==> src/rtl/mem_access_sequencer_if.sv <==
// Handshake bundle between the CPU core and the memory access sequencer.
// Carries the request lines and the sequencer's registered memory-manager outputs.
// No flow control beyond the request/busy/done handshake itself.
//
// master: the core side (drives requests and reg_last, observes status).
// slave : the sequencer (samples requests, drives counter/strobe/status).
interface mem_access_sequencer_if #(
    parameter int CNT_W     = 6,
    parameter int REG_IDX_W = 4
);
    logic                 fetch_req;
    logic                 store_req;
    logic                 load_req;
    logic [REG_IDX_W-1:0] reg_last;
    logic [CNT_W-1:0]     address_counter;
    logic                 write_enable;
    logic [REG_IDX_W-1:0] write_count;
    logic                 busy;
    logic                 opcode_valid;
    logic                 transfer_done;

    modport master (
        output fetch_req, store_req, load_req, reg_last,
        input  address_counter, write_enable, write_count,
        input  busy, opcode_valid, transfer_done
    );

    modport slave (
        input  fetch_req, store_req, load_req, reg_last,
        output address_counter, write_enable, write_count,
        output busy, opcode_valid, transfer_done
    );
endinterface

==> src/rtl/mem_access_sequencer.sv <==
// Sequences opcode fetch and bulk register load/store steps for the memory manager.
// Latency: fetch -> opcode_valid 3 edges after accept; load/store -> transfer_done N+3 edges after accept.
// Backpressure: requests are accepted only while idle; requests arriving while busy are dropped.
//
// Ports: clk, rst (async, active-high); bus (slave modport) carries
//   fetch_req/store_req/load_req/reg_last in, and address_counter,
//   write_enable, write_count, busy, opcode_valid, transfer_done out.
//   All outputs are registered.
module mem_access_sequencer #(
    parameter int CNT_W     = 6,
    parameter int REG_IDX_W = 4
) (
    input  logic                  clk,
    input  logic                  rst,
    mem_access_sequencer_if.slave bus
);
    typedef enum logic [1:0] {IDLE, FETCH, LOAD, STORE} state_t;

    state_t               state, state_nxt;
    logic [CNT_W-1:0]     cnt, cnt_nxt;
    logic                 we, we_nxt;
    logic [REG_IDX_W-1:0] wc, wc_nxt;
    logic                 busy_r, busy_nxt;
    logic                 ov, ov_nxt;
    logic                 td, td_nxt;

    // Final counter value of a transfer: N+1, so that the manager's one-cycle
    // registered address/data path has captured/written byte N on that edge.
    logic [CNT_W-1:0]     last_step;
    assign last_step = CNT_W'(wc) + CNT_W'(1);

    always_ff @(posedge clk or posedge rst) begin
        if (rst) begin
            state  <= IDLE;
            cnt    <= '0;
            we     <= 1'b0;
            wc     <= '0;
            busy_r <= 1'b0;
            ov     <= 1'b0;
            td     <= 1'b0;
        end else begin
            state  <= state_nxt;
            cnt    <= cnt_nxt;
            we     <= we_nxt;
            wc     <= wc_nxt;
            busy_r <= busy_nxt;
            ov     <= ov_nxt;
            td     <= td_nxt;
        end
    end

    always_comb begin
        state_nxt = state;
        cnt_nxt   = cnt;
        we_nxt    = 1'b0;
        wc_nxt    = wc;
        busy_nxt  = busy_r;
        ov_nxt    = 1'b0;
        td_nxt    = 1'b0;
        case (state)
            // The done-pulse cycle is already IDLE, so a waiting request is
            // taken on that edge with no dead cycle in between.
            IDLE: begin
                if (bus.store_req) begin
                    state_nxt = STORE;
                    wc_nxt    = bus.reg_last;
                    busy_nxt  = 1'b1;
                    cnt_nxt   = '0;
                end else if (bus.load_req) begin
                    state_nxt = LOAD;
                    wc_nxt    = bus.reg_last;
                    busy_nxt  = 1'b1;
                    cnt_nxt   = '0;
                end else if (bus.fetch_req) begin
                    state_nxt = FETCH;
                    busy_nxt  = 1'b1;
                    cnt_nxt   = '0;
                end
            end
            // Counter bit 0 selects the high (0) then low (1) opcode byte.
            FETCH: begin
                if (cnt == '0) begin
                    cnt_nxt = CNT_W'(1);
                end else begin
                    cnt_nxt   = '0;
                    busy_nxt  = 1'b0;
                    ov_nxt    = 1'b1;
                    state_nxt = IDLE;
                end
            end
            // Store strobes write_enable on counter 1..N+1: the manager's
            // address/data are one cycle behind the counter.
            LOAD, STORE: begin
                if (cnt == last_step) begin
                    cnt_nxt   = '0;
                    busy_nxt  = 1'b0;
                    td_nxt    = 1'b1;
                    state_nxt = IDLE;
                end else begin
                    cnt_nxt = cnt + CNT_W'(1);
                    we_nxt  = (state == STORE);
                end
            end
            default: state_nxt = IDLE;
        endcase
    end

    assign bus.address_counter = cnt;
    assign bus.write_enable    = we;
    assign bus.write_count     = wc;
    assign bus.busy            = busy_r;
    assign bus.opcode_valid    = ov;
    assign bus.transfer_done   = td;
endmodule

==> src/flat_wrapper.sv <==
// flat-port wrapper written by rule: the top's interface ports become plain ports
module mem_access_sequencer_flat 
#(
    parameter int CNT_W     = 6,
    parameter int REG_IDX_W = 4
)
  (clk, rst, bus_fetch_req, bus_store_req, bus_load_req, bus_reg_last, bus_address_counter, bus_write_enable, bus_write_count, bus_busy, bus_opcode_valid, bus_transfer_done);
  mem_access_sequencer_if #(.CNT_W(CNT_W), .REG_IDX_W(REG_IDX_W)) bus_i ();
  input  logic clk;
  input  logic rst;
  input wire logic [$bits(bus_i.fetch_req)-1:0] bus_fetch_req;
  input wire logic [$bits(bus_i.store_req)-1:0] bus_store_req;
  input wire logic [$bits(bus_i.load_req)-1:0] bus_load_req;
  input wire logic [$bits(bus_i.reg_last)-1:0] bus_reg_last;
  output wire logic [$bits(bus_i.address_counter)-1:0] bus_address_counter;
  output wire logic [$bits(bus_i.write_enable)-1:0] bus_write_enable;
  output wire logic [$bits(bus_i.write_count)-1:0] bus_write_count;
  output wire logic [$bits(bus_i.busy)-1:0] bus_busy;
  output wire logic [$bits(bus_i.opcode_valid)-1:0] bus_opcode_valid;
  output wire logic [$bits(bus_i.transfer_done)-1:0] bus_transfer_done;
  assign bus_i.fetch_req = bus_fetch_req;
  assign bus_i.store_req = bus_store_req;
  assign bus_i.load_req = bus_load_req;
  assign bus_i.reg_last = bus_reg_last;
  assign bus_address_counter = bus_i.address_counter;
  assign bus_write_enable = bus_i.write_enable;
  assign bus_write_count = bus_i.write_count;
  assign bus_busy = bus_i.busy;
  assign bus_opcode_valid = bus_i.opcode_valid;
  assign bus_transfer_done = bus_i.transfer_done;
  mem_access_sequencer #(.CNT_W(CNT_W), .REG_IDX_W(REG_IDX_W)) u_core (.clk(clk), .rst(rst), .bus(bus_i));
endmodule
==> config.mk <==
export PLATFORM = sky130hd
export DESIGN_NAME = mem_access_sequencer_flat
export DESIGN_NICKNAME = d
export VERILOG_FILES = /design/src/rtl/mem_access_sequencer_if.sv /design/src/rtl/mem_access_sequencer.sv /design/src/flat_wrapper.sv
export SDC_FILE = /design/constraint.sdc
export NUM_CORES = 1
export LEC_CHECK = 0
export ABC_CLOCK_PERIOD_IN_PS = 2000
export BUFFER_PORTS_ARGS = -buffer_cell sky130_fd_sc_hd__buf_2
export CAP_MARGIN = 20
export CORE_AREA = 5 5 48 50
export CTS_CLUSTER_DIAMETER = 120
export DETAILED_ROUTE_END_ITERATION = 6
export DIE_AREA = 0 0 53 55
export GPL_ROUTABILITY_DRIVEN = 0
export PLACE_DENSITY = 0.73
export SYNTH_ARGS = -nofsm -noshare
export SYNTH_HDL_FRONTEND = slang
export SYNTH_SLANG_ARGS = --single-unit
export TNS_END_PERCENT = 20
==> constraint.sdc <==
create_clock -name clk -period 2 [get_ports clk]
set_input_delay 0.3 -clock clk [delete_from_list [all_inputs] [get_ports clk]]
set_output_delay 0.3 -clock clk [all_outputs]
set_load 0.005 [all_outputs]
==> run_results.csv <==
group,metric,value,unit
detailed_routing,viasPerCell,5.31,
setup_path,reg2reg_depth,6,
logic_synthesis,synth_nets,98,
pwr,p_int,950,uW
cts,clkSlewWorstSetupHoldPaths,0.10,ns
pwr,netSwitchingPower,695,uW
detailed_routing,drc_errors,0,
setup_path,r2r_end,"u_core.bus.address_counter[2]",
final_layout,fin_nets,123,
floorplanning,die_h,55,um
detailed_routing,drt-pass1-iter-count,4,
final_layout,mostFrequentLayoutCell,"buf_2",
sta,setup-violations-final,0,
pwr,power_density,1550,mW/mm^2
logic_synthesis,ys_ff_latch,16,
final_layout,drive_gt1_frac,0.345,
final_layout,synthToLayoutAreaGrowth,18.9,%
min_path,hold_path_class,"input port to async pin",
logic_synthesis,syn_inst,86,
placement,dp.final_hpwl,1.41,mm
cts,cts.repair.resized,0,
cts,clock_sinks,16,
cts,htree_levels,1,
pwr,p_seq_frac,0.398,
placement,io_buffer_count,22,
job,drv_cap,0,
pwr,ir_worst_vdd,888,uV
logic_synthesis,synthDistinctLibCells,29,
logic_synthesis,synth_area_leaders,"dfrtp_1 (45%), mux2_2 (5.0%), nand3_1 (4.5%)",
setup_path,arrival,2.06,ns
placement,place_area,0.00103,mm^2
setup_path,crit_path_end_kind,"flip-flop",
cts,postCtsHoldBufs,0,
final_layout,finalNonFillerCells,137,
global_routing,grt_usage,0.162,
floorplanning,die-area,0.00292,mm^2
logic_synthesis,yosys.area.top_type,"dfrtp_1",
sta,finalClockSkew,0.00191,ns
detailed_routing,wl_per_cell,14.0,um
logic_synthesis,ys_warn_count,0,
cts,clockBufferDepth,2,
setup_path,worst_r2r_startpoint,"u_core.bus.write_count[0]",
setup_path,crit_type,"flip-flop to flip-flop",
logic_synthesis,synthArstFlopShare,1.00,
sta,hold_viol_final,0,
setup_path,reg2reg_slack,0.12,ns
sta,slew_violations,0,
final_layout,antenna_cells,0,
sta,finalSetupTns,0,ns
logic_synthesis,avgSynthCellArea,10.4,um^2
sta,clock.fmax,533,MHz
global_routing,antenna_found_initial,0,
logic_synthesis,synth-edff-count,0,
final_layout,fillers,187,
setup_path,setup.worst_path.start_class,"flip-flop",
floorplanning,boundaryPins,23,
global_routing,grt_max_degree,17,
cts,cts_buffers,3,
logic_synthesis,synth_flop_cell,"dfrtp_1",
global_routing,grt_overflow,0,
logic_synthesis,synth_top_area_share,0.447,
cts,cts-root-buf,"clkbuf_4",
floorplanning,rows,16,
detailed_routing,routed_wl,1.92,mm
setup_path,cp.required,2.19,ns
cts,cts_setup_buffers,0,
floorplanning,core,0.00186,mm^2
cts,clk_latency,0.30,ns
detailed_routing,ant_nets,0,
final_layout,mostFrequentLayoutCells,"buf_2 (22), dfrtp_1 (16), inv_1 (8), nand3_1 (8), nor2_1 (6)",
sta,rsz0062_at_grt,"no",
final_layout,stdcell_area,0.00106,mm^2
detailed_routing,vias,727,
global_routing,grt_pass1_vias,705,
cts,cts_tree,"yes",
sta,slew-limit-headroom,0.598,
sta,post-route-period-util,0.938,
pwr,leakagePower,0.503,nW
floorplanning,start_util,0.481,
pwr,netSwitchingFraction,0.423,
sta,worst_slew_pin_slew,0.603,ns
detailed_routing,drt-initial-drc-count,10,
pwr,power_frac_comb,0.463,
global_routing,grt_pass1_wl,3.31,mm
run_status,status,"complete, no violations",
placement,dpl.cell_count,133,
setup_path,critPathMaxFanout,8,
logic_synthesis,syn-cell-area,896,um^2
floorplanning,die_w,53,um
pwr,p_clk_frac,0.139,
logic_synthesis,seq_area_frac_synth,0.447,
sta,fin_hold_ws,0.0479,ns
sta,fin_crit,1.88,ns
[cell usage after synthesis (2+ instances only)]
cell type,number
inv_1,8
and3_1,3
a31oi_1,3
nor2_1,6
mux2i_1,2
a21oi_1,3
nand3_1,8
ha_1,3
nand2_1,4
mux2_2,4
xor2_1,2
dfrtp_1,16
clkbuf_1,2
xnor2_1,4
o21ai_0,4
[final cells by class]
class                      count  area [um^2]  area share
timing repair buffer          23          118       0.110
clock buffer                   4         36.3      0.0341
multi-input combinational     59          447       0.420
sequential                    16          400       0.376
tap                           27         33.8      0.0317
inverter                       8         30.0      0.0282
[worst max-delay path, cell delays in order, from the launching register on]
cell and delay (ns):
dfrtp_1 0.44, ha_1 0.27, o21ba_2 0.23, a221oi_2 0.35, o211ai_4 0.17, a31oi_1 0.20
mux2i_1 0.09
[sequential cells by signal (all words and copies together), names as in the netlist]
name                        count
u_core.bus.address_counter      6
u_core.bus.write_count          4
u_core.state                    2
u_core.bus.busy                 1
u_core.bus.opcode_valid         1
u_core.bus.transfer_done        1
u_core.bus.write_enable         1
[cells by family after synthesis]
kind of cell             synth area share
AND/OR/NAND/NOR                     0.184
flip-flops                          0.447
AO/OA/AOI/OAI                       0.141
buffers and inverters              0.0545
XOR/XNOR                           0.0587
multiplexers                       0.0726
adder cells (fa/ha/maj)            0.0419
[worst max path at each step]
stage	cells past startpoint	endpoint	start
after floorplan	5	u_core.bus.address_counter[1]	u_core.bus.write_count[0]
after global placement	6	u_core.bus.address_counter[2]	u_core.bus.write_count[0]
after detailed placement	6	u_core.bus.address_counter[2]	u_core.bus.write_count[0]
after CTS	6	u_core.bus.address_counter[2]	u_core.bus.write_count[0]
after global routing	6	u_core.bus.address_counter[2]	u_core.bus.write_count[0]
final	6	u_core.bus.address_counter[2]	u_core.bus.write_count[0]
[power by group through the flow]
stage               Sequential, mW  Clock (mW)  Combinational (mW)
CTS                          0.651       0.231               0.770
global placement             0.647           0               0.741
detailed placement           0.658           0               0.768
global route                 0.687       0.244               0.850
finish                       0.655       0.228               0.762
floorplan                    0.593           0               0.611
[metal layers]
layer	routed length, um	track usage	up-vias	part of all wire
met4	74	0.115	0	0.039
li1	-	-	353	-
met2	883	0.260	18	0.46
met5	0	0	-	0
met3	62	0.0322	7	0.032
met1	895	0.196	349	0.47
[stage by stage]
step / worst slack, ns / total power, mW / util
2_1_floorplan: 0.250 / 1.20 / -
6_report: 0.124 / 1.65 / 0.572
3_5_place_dp: 0.157 / 1.43 / 0.552
5_1_grt: 0.0317 / 1.78 / 0.572
3_3_place_gp: 0.229 / 1.39 / 0.552
4_1_cts: 0.138 / 1.65 / 0.572
Note: power is estimated with default switching activity, not from simulation.
